[config.mk]
export PLATFORM = sky130hd
export DESIGN_NAME = conv_scheduler_flat
export DESIGN_NICKNAME = d
export VERILOG_FILES = /design/src/rtl/conv_pkg.sv /design/src/rtl/conv_scheduler_if.sv /design/src/rtl/conv_window_counter.sv /design/src/rtl/conv_scheduler.sv /design/src/flat_wrapper.sv
export SDC_FILE = /design/constraint.sdc
export NUM_CORES = 1
export LEC_CHECK = 0
export CORE_ASPECT_RATIO = 1.4
export CORE_UTILIZATION = 49
export DETAILED_ROUTE_END_ITERATION = 12
export PLACE_DENSITY = 0.84
export SETUP_SLACK_MARGIN = 0.05
export SKIP_CTS_REPAIR_TIMING = 1
export SYNTH_ARGS = -nofsm -noshare
export SYNTH_HDL_FRONTEND = slang
export SYNTH_SLANG_ARGS = --single-unit
[constraint.sdc]
create_clock -name clock -period 2.6 [get_ports clock]
set_input_delay 0.26 -clock clock [delete_from_list [all_inputs] [get_ports clock]]
set_output_delay 0.26 -clock clock [all_outputs]
set_load 0.02 [all_outputs]
[src/rtl/conv_pkg.sv]
// Shared types and helpers for the convolution frame sequencer.
//   sched_state_t : sequencer FSM states, also exposed on the debug port.
//   out_side()    : side length of the output feature map for a given
//                   image side, kernel side and stride (stride 0 acts as 1).
package conv_pkg;

  typedef enum logic [2:0] {
    IDLE  = 3'd0,
    ISSUE = 3'd1,
    WAIT  = 3'd2,
    WRITE = 3'd3,
    DONE  = 3'd4
  } sched_state_t;

  function automatic int out_side(input int img, input int ker, input int s);
    int se;
    se = (s == 0) ? 1 : s;
    return (img - ker) / se + 1;
  endfunction

endpackage

[src/rtl/conv_scheduler_if.sv]
// Engine-side and output-buffer-side bus of the convolution sequencer.
//   win_*  : window origin offered to the engine (sequencer -> engine)
//   res_*  : one result per accepted window (engine -> sequencer)
//   out_*  : write port of the output feature-map buffer (sequencer -> buffer)
//
// Handshake rules: a window transfers on a cycle where win_valid and
// win_ready are both high; while win_valid is high and win_ready low, the
// origin on win_row/win_col holds steady. res_valid has no back-pressure and
// is only looked at while a result is awaited. out_we is a single-cycle
// strobe with no acknowledge.
interface conv_scheduler_if #(
  parameter int IDX_W     = 8,
  parameter int WIDTH_BIT = 8
);
  logic                 win_valid;
  logic                 win_ready;
  logic [IDX_W-1:0]     win_row;
  logic [IDX_W-1:0]     win_col;
  logic                 res_valid;
  logic [WIDTH_BIT-1:0] res_data;
  logic                 out_we;
  logic [IDX_W-1:0]     out_row;
  logic [IDX_W-1:0]     out_col;
  logic [WIDTH_BIT-1:0] out_data;

  modport master (
    output win_valid, win_row, win_col,
    input  win_ready,
    input  res_valid, res_data,
    output out_we, out_row, out_col, out_data
  );

  modport slave (
    input  win_valid, win_row, win_col,
    output win_ready,
    output res_valid, res_data,
    input  out_we, out_row, out_col, out_data
  );
endinterface

[src/rtl/conv_window_counter.sv]
// 2-D stride counter walking the valid-window grid row-major.
//   clock, reset : rising-edge clock, synchronous active-high reset
//   clear        : restart the walk at origin (0,0)
//   step         : advance to the next window
//   stride       : step size, already mapped to a non-zero value
//   win_row/col  : current window origin in input coordinates
//   out_row/col  : matching element of the output feature map
//   last         : current window is the final one of the frame
module conv_window_counter #(
  parameter int IMG_SIZE = 7,
  parameter int KER_SIZE = 3,
  parameter int IDX_W    = 8
) (
  input  logic             clock,
  input  logic             reset,
  input  logic             clear,
  input  logic             step,
  input  logic [1:0]       stride,
  output logic [IDX_W-1:0] win_row,
  output logic [IDX_W-1:0] win_col,
  output logic [IDX_W-1:0] out_row,
  output logic [IDX_W-1:0] out_col,
  output logic             last
);

  localparam logic [IDX_W:0] LAST = (IDX_W+1)'(IMG_SIZE - KER_SIZE);

  // One extra bit so an origin near the top of the index range cannot wrap
  // back under LAST.
  logic [IDX_W:0] col_nxt;
  logic [IDX_W:0] row_nxt;
  logic           col_fits;
  logic           row_fits;

  assign col_nxt  = {1'b0, win_col} + {{(IDX_W-1){1'b0}}, stride};
  assign row_nxt  = {1'b0, win_row} + {{(IDX_W-1){1'b0}}, stride};
  assign col_fits = (col_nxt <= LAST);
  assign row_fits = (row_nxt <= LAST);
  assign last     = !col_fits && !row_fits;

  always_ff @(posedge clock) begin
    if (reset || clear) begin
      win_row <= '0;
      win_col <= '0;
      out_row <= '0;
      out_col <= '0;
    end else if (step) begin
      if (col_fits) begin
        win_col <= col_nxt[IDX_W-1:0];
        out_col <= out_col + IDX_W'(1);
      end else begin
        win_col <= '0;
        out_col <= '0;
        if (row_fits) begin
          win_row <= row_nxt[IDX_W-1:0];
          out_row <= out_row + IDX_W'(1);
        end
      end
    end
  end

endmodule

[src/rtl/conv_scheduler.sv]
// Frame-level sequencer for the single-window 3x3 convolution engine.
// Walks the valid-window grid at a runtime stride, hands each origin to the
// engine, waits for its result and writes it to the output buffer.
//   clock, reset : rising-edge clock, synchronous active-high reset
//   start        : begin a frame (honoured only when idle)
//   stride       : window step, sampled at start; 0 acts as 1
//   busy         : high whenever not idle
//   done         : one-cycle pulse at the end of every frame
//   err          : frame aborted on result timeout; held until next start
//   state_dbg    : current FSM state
//   bus          : engine window/result channels and output buffer port
module conv_scheduler
  import conv_pkg::*;
#(
  parameter int IMG_SIZE  = 7,
  parameter int KER_SIZE  = 3,
  parameter int WIDTH_BIT = 8,
  parameter int IDX_W     = 8,
  parameter int TIMEOUT   = 16
) (
  input  logic              clock,
  input  logic              reset,
  input  logic              start,
  input  logic [1:0]        stride,
  output logic              busy,
  output logic              done,
  output logic              err,
  output sched_state_t      state_dbg,
  conv_scheduler_if.master  bus
);

  localparam int            TW        = $clog2(TIMEOUT + 1);
  localparam logic [TW-1:0] TIMER_MAX = TW'(TIMEOUT - 1);

  sched_state_t         state;
  sched_state_t         state_nxt;
  logic [1:0]           s_q;
  logic [TW-1:0]        timer;
  logic [WIDTH_BIT-1:0] res_q;
  logic                 err_q;
  logic                 cnt_clear;
  logic                 cnt_step;
  logic                 cnt_last;
  logic                 accept_start;
  logic                 timed_out;
  logic [IDX_W-1:0]     win_row;
  logic [IDX_W-1:0]     win_col;
  logic [IDX_W-1:0]     out_row;
  logic [IDX_W-1:0]     out_col;

  assign accept_start = (state == IDLE) && start;
  // A result arriving on the final allowed cycle still counts.
  assign timed_out    = (state == WAIT) && !bus.res_valid && (timer == TIMER_MAX);

  always_ff @(posedge clock) begin
    if (reset) begin
      state <= IDLE;
      s_q   <= 2'd1;
      timer <= '0;
      res_q <= '0;
      err_q <= 1'b0;
    end else begin
      state <= state_nxt;
      if (accept_start) begin
        s_q   <= (stride == 2'd0) ? 2'd1 : stride;
        err_q <= 1'b0;
      end
      if (state == ISSUE && bus.win_ready) begin
        timer <= '0;
      end else if (state == WAIT && !bus.res_valid && !timed_out) begin
        timer <= timer + TW'(1);
      end
      if (state == WAIT && bus.res_valid) begin
        res_q <= bus.res_data;
      end
      if (timed_out) begin
        err_q <= 1'b1;
      end
    end
  end

  always_comb begin
    state_nxt = state;
    cnt_clear = 1'b0;
    cnt_step  = 1'b0;
    case (state)
      IDLE: begin
        if (start) begin
          cnt_clear = 1'b1;
          state_nxt = ISSUE;
        end
      end
      ISSUE: begin
        if (bus.win_ready) state_nxt = WAIT;
      end
      WAIT: begin
        if (bus.res_valid)  state_nxt = WRITE;
        else if (timed_out) state_nxt = DONE;
      end
      WRITE: begin
        cnt_step  = 1'b1;
        state_nxt = cnt_last ? DONE : ISSUE;
      end
      DONE:    state_nxt = IDLE;
      default: state_nxt = IDLE;
    endcase
  end

  conv_window_counter #(
    .IMG_SIZE (IMG_SIZE),
    .KER_SIZE (KER_SIZE),
    .IDX_W    (IDX_W)
  ) u_cnt (
    .clock   (clock),
    .reset   (reset),
    .clear   (cnt_clear),
    .step    (cnt_step),
    .stride  (s_q),
    .win_row (win_row),
    .win_col (win_col),
    .out_row (out_row),
    .out_col (out_col),
    .last    (cnt_last)
  );

  assign busy          = (state != IDLE);
  assign done          = (state == DONE);
  assign err           = err_q;
  assign state_dbg     = state;
  assign bus.win_valid = (state == ISSUE);
  assign bus.win_row   = win_row;
  assign bus.win_col   = win_col;
  assign bus.out_we    = (state == WRITE);
  assign bus.out_row   = out_row;
  assign bus.out_col   = out_col;
  assign bus.out_data  = res_q;

endmodule

[src/flat_wrapper.sv]
// flat-port wrapper written by rule: the top's interface ports become plain ports
module conv_scheduler_flat import conv_pkg::*;
#(
  parameter int IMG_SIZE  = 7,
  parameter int KER_SIZE  = 3,
  parameter int WIDTH_BIT = 8,
  parameter int IDX_W     = 8,
  parameter int TIMEOUT   = 16
)
  (clock, reset, start, stride, busy, done, err, state_dbg, bus_win_valid, bus_win_row, bus_win_col, bus_win_ready, bus_res_valid, bus_res_data, bus_out_we, bus_out_row, bus_out_col, bus_out_data);
  conv_scheduler_if #(.IDX_W(IDX_W), .WIDTH_BIT(WIDTH_BIT)) bus_i ();
  input  logic clock;
  input  logic reset;
  input  logic start;
  input  logic [1:0] stride;
  output logic busy;
  output logic done;
  output logic err;
  output sched_state_t state_dbg;
  output wire logic [$bits(bus_i.win_valid)-1:0] bus_win_valid;
  output wire logic [$bits(bus_i.win_row)-1:0] bus_win_row;
  output wire logic [$bits(bus_i.win_col)-1:0] bus_win_col;
  input wire logic [$bits(bus_i.win_ready)-1:0] bus_win_ready;
  input wire logic [$bits(bus_i.res_valid)-1:0] bus_res_valid;
  input wire logic [$bits(bus_i.res_data)-1:0] bus_res_data;
  output wire logic [$bits(bus_i.out_we)-1:0] bus_out_we;
  output wire logic [$bits(bus_i.out_row)-1:0] bus_out_row;
  output wire logic [$bits(bus_i.out_col)-1:0] bus_out_col;
  output wire logic [$bits(bus_i.out_data)-1:0] bus_out_data;
  assign bus_win_valid = bus_i.win_valid;
  assign bus_win_row = bus_i.win_row;
  assign bus_win_col = bus_i.win_col;
  assign bus_i.win_ready = bus_win_ready;
  assign bus_i.res_valid = bus_res_valid;
  assign bus_i.res_data = bus_res_data;
  assign bus_out_we = bus_i.out_we;
  assign bus_out_row = bus_i.out_row;
  assign bus_out_col = bus_i.out_col;
  assign bus_out_data = bus_i.out_data;
  conv_scheduler #(.IMG_SIZE(IMG_SIZE), .KER_SIZE(KER_SIZE), .WIDTH_BIT(WIDTH_BIT), .IDX_W(IDX_W), .TIMEOUT(TIMEOUT)) u_core (.clock(clock), .reset(reset), .start(start), .stride(stride), .busy(busy), .done(done), .err(err), .state_dbg(state_dbg), .bus(bus_i));
endmodule
# Word level (Yosys, flattened, before mapping)
# Cells that the tools add are included.
# totals
regBits	51
input_bits	15
output_inout_bits	48
wordCells	58
# op_classes
addsub	5
magnitude_cmp	2
n_eq_ne	8
muxes	14
bitwise_logic	1
n_reduce_logical	19
# op_table
op	count
8-bit by 2-bit adder with 9-bit output	2
9-bit by 3-bit <= comparator with 1-bit output, second input constant	2
8-bit by 1-bit adder with 8-bit output, second input constant	2
8-bit two-way mux	2
3-bit two-way mux	5
3-bit one-hot mux with 4 select lines	1
1-bit logical AND	7
3-bit by 2-bit == test with 1-bit output, second input constant	2
3-bit AND reduction	2
5-bit by 1-bit adder with 5-bit output, second input constant	1
5-bit by 4-bit == test with 1-bit output, second input constant	1
1-bit two-way mux	5
1-bit zero test	4
3-bit by 1-bit == test with 1-bit output, second input constant	1
3-bit == test, second input constant	1
3-bit zero test	1
3-bit by 2-bit != test with 1-bit output, second input constant	1
3-bit nonzero test	1
2-bit zero test	1
2-bit two-way mux	1
2-bit by 1-bit != test with 1-bit output, second input constant	1
2-bit != test, second input constant	1
2-bit nonzero test	1
2-bit OR reduction	1
2 further kinds	2

# Depth between registers and ports, before layout
# logic_depth
depth_word	6
depth_mapped	8
ltp_nobuf	7

# Modules after synthesis
# From an unflattened synthesis, not the netlist that was laid out.
# hier_totals
hier_cells	276
area_unflattened_um2	2467.4
# modules_own_cells
mod	instances	cells_per_inst	area_per_inst_um2	seq_area_each_um2
conv_window_counter	1	173	1601.5	640.6
conv_scheduler	1	103	865.8	380.4

# Worst setup path after synthesis
# No wires, ideal clock.
# synth_timing
path_type	register to register
start	register u_core.u_cnt.win_col[0]
end	register u_core.u_cnt.out_row[3]
t_arrival_ns	2.247
required_ns	2.528
path_slack_ns	0.281
stages_incl_launch_ff	9
path_buffers	1
synth_period_minus_slack_ns	2.319
cell_sequence	dfxtp_1 > ha_1 > fa_1 > o21ai_0 > a21oi_1 > a22oi_1 > buf_2 > a2111oi_2 > mux2i_1
# synth_between
elab_chain_cells	4
# synth_rtl
element	line	rtl
from (decl)	conv_window_counter.sv:20	output logic [IDX_W-1:0] win_col,
from (signal assigned)	conv_window_counter.sv:49	win_col <= col_nxt[IDX_W-1:0];
8-bit by 2-bit adder with 9-bit output	conv_window_counter.sv:35	assign col_nxt = {1'b0, win_col} + {{(IDX_W-1){1'b0}}, stride};
9-bit by 3-bit <= comparator with 1-bit output	conv_window_counter.sv:37	assign col_fits = (col_nxt <= LAST);
1-bit NOT (no line)	-	
3-bit AND reduction (no line)	-	
to (signal assigned)	conv_window_counter.sv:56	out_row <= out_row + IDX_W'(1);
to (decl)	conv_window_counter.sv:21	output logic [IDX_W-1:0] out_row,
# Every way passes these cells.
# A chain may end at the register's enable or synchronous reset.

# Worst setup path after layout
# layout_timing
start	register u_core.u_cnt.win_col[0]
end	register u_core.u_cnt.out_col[2]
# layout_between
elab_chain_cells	3
# layout_rtl
element	line	rtl
8-bit by 2-bit adder with 9-bit output	conv_window_counter.sv:35	
9-bit by 3-bit <= comparator with 1-bit output	conv_window_counter.sv:37	
8-bit two-way mux	conv_window_counter.sv:48	if (col_fits) begin
to (signal assigned)	conv_window_counter.sv:50	out_col <= out_col + IDX_W'(1);
to (decl)	conv_window_counter.sv:22	output logic [IDX_W-1:0] out_col,
# Every way passes these cells.

==> results.ini <==
[yosys]
ys_seq_elements = 51
synthCells = 284
syn_area_um2 = 2530
syn_area_per_cell_um2 = 8.91
synth-edff-count = 0
synth_nets = 309
synth_top_area_cell = dfxtp_1
synth_ff_type = dfxtp_1
yosys-top-cells-area = dfxtp_1 (40%), mux2i_1 (6.3%), nand2_1 (6.2%), ha_1 (4.0%), xor2_1 (3.8%)
yosysMostFrequentCell = dfxtp_1
synth-warning-count = 0
synth_top_area_share = 0.404
synthArstFlopShare = 0
ys_seq_area_frac = 0.404
synth.top_cells.by_count = dfxtp_1 (51), nand2_1 (42), mux2i_1 (16)
yosys.cell_types.count = 43

[routing]
viasPerCell = 5.55
drc = 0
wl_per_cell_um = 14.0
vias = 2265
antenna_left = 0
wirelength_um = 5700
drt_pre_antenna_iters = 4
drtIter0Drc = 105

[layout]
n_antenna_cell = 0
drive_gt1_frac = 0.0640
final_core_util = 0.672
area_delta_synth_final_pct = 30.5
final_nets = 369

[sta]
max_freq_mhz = 413
relSlewSlack = 0.578
setup_viol = 0
fin_crit_ns = 2.42
rsz0062_at_grt = false
fin_setup_tns_ns = 0
tightest_slew_ns = 0.632
fin_skew_ns = 0.00707
fin_crit_sh = 0.931
hold_viol_final = 0
finalMaxSlewViolations = 0

[setup_path]
crit_required_ns = 2.76
startpoint = u_core.u_cnt.win_col[0]
rr_endpoint = u_core.u_cnt.out_col[2]
r2r-start = u_core.u_cnt.win_col[0]
arrival_ns = 2.58
critPathLaunchType = flop
reg2regPathDepth = 8
critPathMaxFanout = 14
setup.worst_path.end_class = flop
max_stage_delay_ns = 0.55
reg2reg_slack_ns = 0.18
cp_slowest_cell = fa_1
path_class = flop to flop
crit_end = u_core.u_cnt.out_col[2]
path_cells = ha_1 -> fa_1 -> o21ai_0 -> a21oi_1 -> a22oi_1 -> buf_4 -> a21oi_2 -> nor3_1

[placement]
gp_congestion = 0.803
dp.final_hpwl_um = 4170
port_buffers = 62

[global_route]
grt_pass1_wl_um = 9400
grt_max_degree = 15
antenna_found_initial = 0
grt-ovfl-total = 0
grt_use_total = 0.214
grt_pass1_vias = 2112

[power_and_ir_drop]
switchingPower_mw = 0.346
switching_share = 0.231
p_comb_frac = 0.112
power_density_nw_per_um2 = 453
irDropWorstVdd_uv = 328
clock_power_share = 0.351
power_frac_seq = 0.537
internal_power_mw = 1.15
power_leakage_nw = 1.17

[run_status]
status = finished clean

[min_path]
hp-start = u_core.bus.out_data[2]
hold_class = flop to flop

[floorplan]
initial_core_util = 0.515
num_io_pins = 63
core_um2 = 4920
dieArea_um2 = 5460
fp.dieW_um = 62.7
fp.dieH_um = 87.0
row_count = 30

[clock_tree]
cts_buffers = 5
cts_tree = built
ctsHtreeMaxLevel = 2
cts_root_buffer = clkbuf_8
clk_latency_ns = 0.30
cts.clk_slew.worst_paths_ns = 0.09
cts_sinks = 51
clock_path_buffers = 2

[run]
drv_cap = 0

power by group through the flow:
stage,logic [mW],registers [mW],clock network (mW)
global placement,0.163,0.822,0
floorplan,0.0906,0.825,0
global route,0.180,0.807,0.571
detailed placement,0.166,0.823,0
finish,0.167,0.804,0.526
CTS,0.167,0.804,0.537
stage by stage:
stage	cells	power [mW]	setup slack, ns	hold slack (ns)	instance area, um^2
6_report	408	1.50	0.179	0.459	3300
4_1_cts	408	1.51	0.143	0.461	3300
3_3_place_gp	401	0.985	0.242	0.443	3200
5_1_grt	408	1.56	0.0619	0.472	3300
3_5_place_dp	401	0.989	0.189	0.448	3200
2_1_floorplan	284	0.916	0.281	0.396	2530
worst min path at each step:
| stage | end | slack, ns | cells past startpoint |
|---|---|---|---|
| after floorplan | u_core.bus.out_data[0] | 0.40 | 2 |
| after global placement | u_core.bus.out_data[4] | 0.44 | 2 |
| after detailed placement | u_core.bus.out_data[2] | 0.45 | 2 |
| after CTS | u_core.bus.out_data[2] | 0.46 | 2 |
| after global routing | u_core.bus.out_data[2] | 0.47 | 2 |
| final | u_core.bus.out_data[2] | 0.46 | 2 |
critical path: cells and delay by family (launching register included):
kind,cells,cell delay (ns)
fa+ha+maj,2,0.78
buf+inv,1,0.19
compound gates,4,0.86
simple gates,1,0.12
flops,1,0.34
area by class of cell:
| type | count | area, um^2 |
|---|---|---|
| Timing Repair Buffer | 70 | 681 |
| Clock buffer | 6 | 72.6 |
| Clock inverter | 1 | 30.0 |
| Sequential cell | 51 | 1020 |
| Multi-Input combinational cell | 212 | 1400 |
| Inverter | 4 | 15.0 |
| Fill cell | 417 | 1620 |
| Tap cell | 64 | 80.1 |
sequential cells by signal (all words and copies together) (netlist names):
signal                flops
u_core.err                1
u_core.s_q                2
u_core.u_cnt.win_row      8
u_core.state_dbg          3
u_core.u_cnt.win_col      8
u_core.timer              5
u_core.bus.out_data       8
u_core.u_cnt.out_col      8
u_core.u_cnt.out_row      8
layer usage:
layer  wire length [um]  vias up  GRT usage
met3                154        9     0.0419
met5                  0        -          0
met1               2400     1086      0.243
met4                 80        0     0.0655
met2               3070       47      0.401
li1                   -     1123          -
placed cells by master, fill, tap and decap left out, drive strengths merged:
| master | n |
|---|---|
| nor4 | 2 |
| a2111oi | 2 |
| and3 | 6 |
| or3 | 9 |
| xnor2 | 6 |
| nor2b | 1 |
| ha | 8 |
| dfxtp | 51 |
| nand3b | 2 |
| a31oi | 1 |
| or2 | 1 |
| a211o | 3 |
| xor2 | 11 |
| a211oi | 9 |
| nand2 | 42 |
| and2 | 5 |
| or4b | 1 |
| o21ai | 6 |
| buf | 8 |
| nor3b | 3 |
| mux2i | 16 |
| and4 | 3 |
| a21o | 3 |
| nor2 | 15 |
| nor3 | 15 |
| nor4b | 1 |
| o21bai | 1 |
| o31ai | 1 |
| o21a | 1 |
| fa | 2 |
| a21oi | 14 |
| inv | 4 |
| nand4 | 7 |
| clkdlybuf4s50 | 62 |
| bufinv | 1 |
| nand2b | 1 |
| a22oi | 2 |
| clkbuf | 6 |
| nand3 | 12 |
cells by family after synthesis:
group,share of synthesized area
AND/OR/NAND/NOR,0.254
flip-flops,0.404
AO/OA/AOI/OAI,0.123
buffers and inverters,0.0420
XOR/XNOR,0.0589
multiplexers,0.0633
adder cells (fa/ha/maj),0.0554
Power figures use the tool's default switching activity.
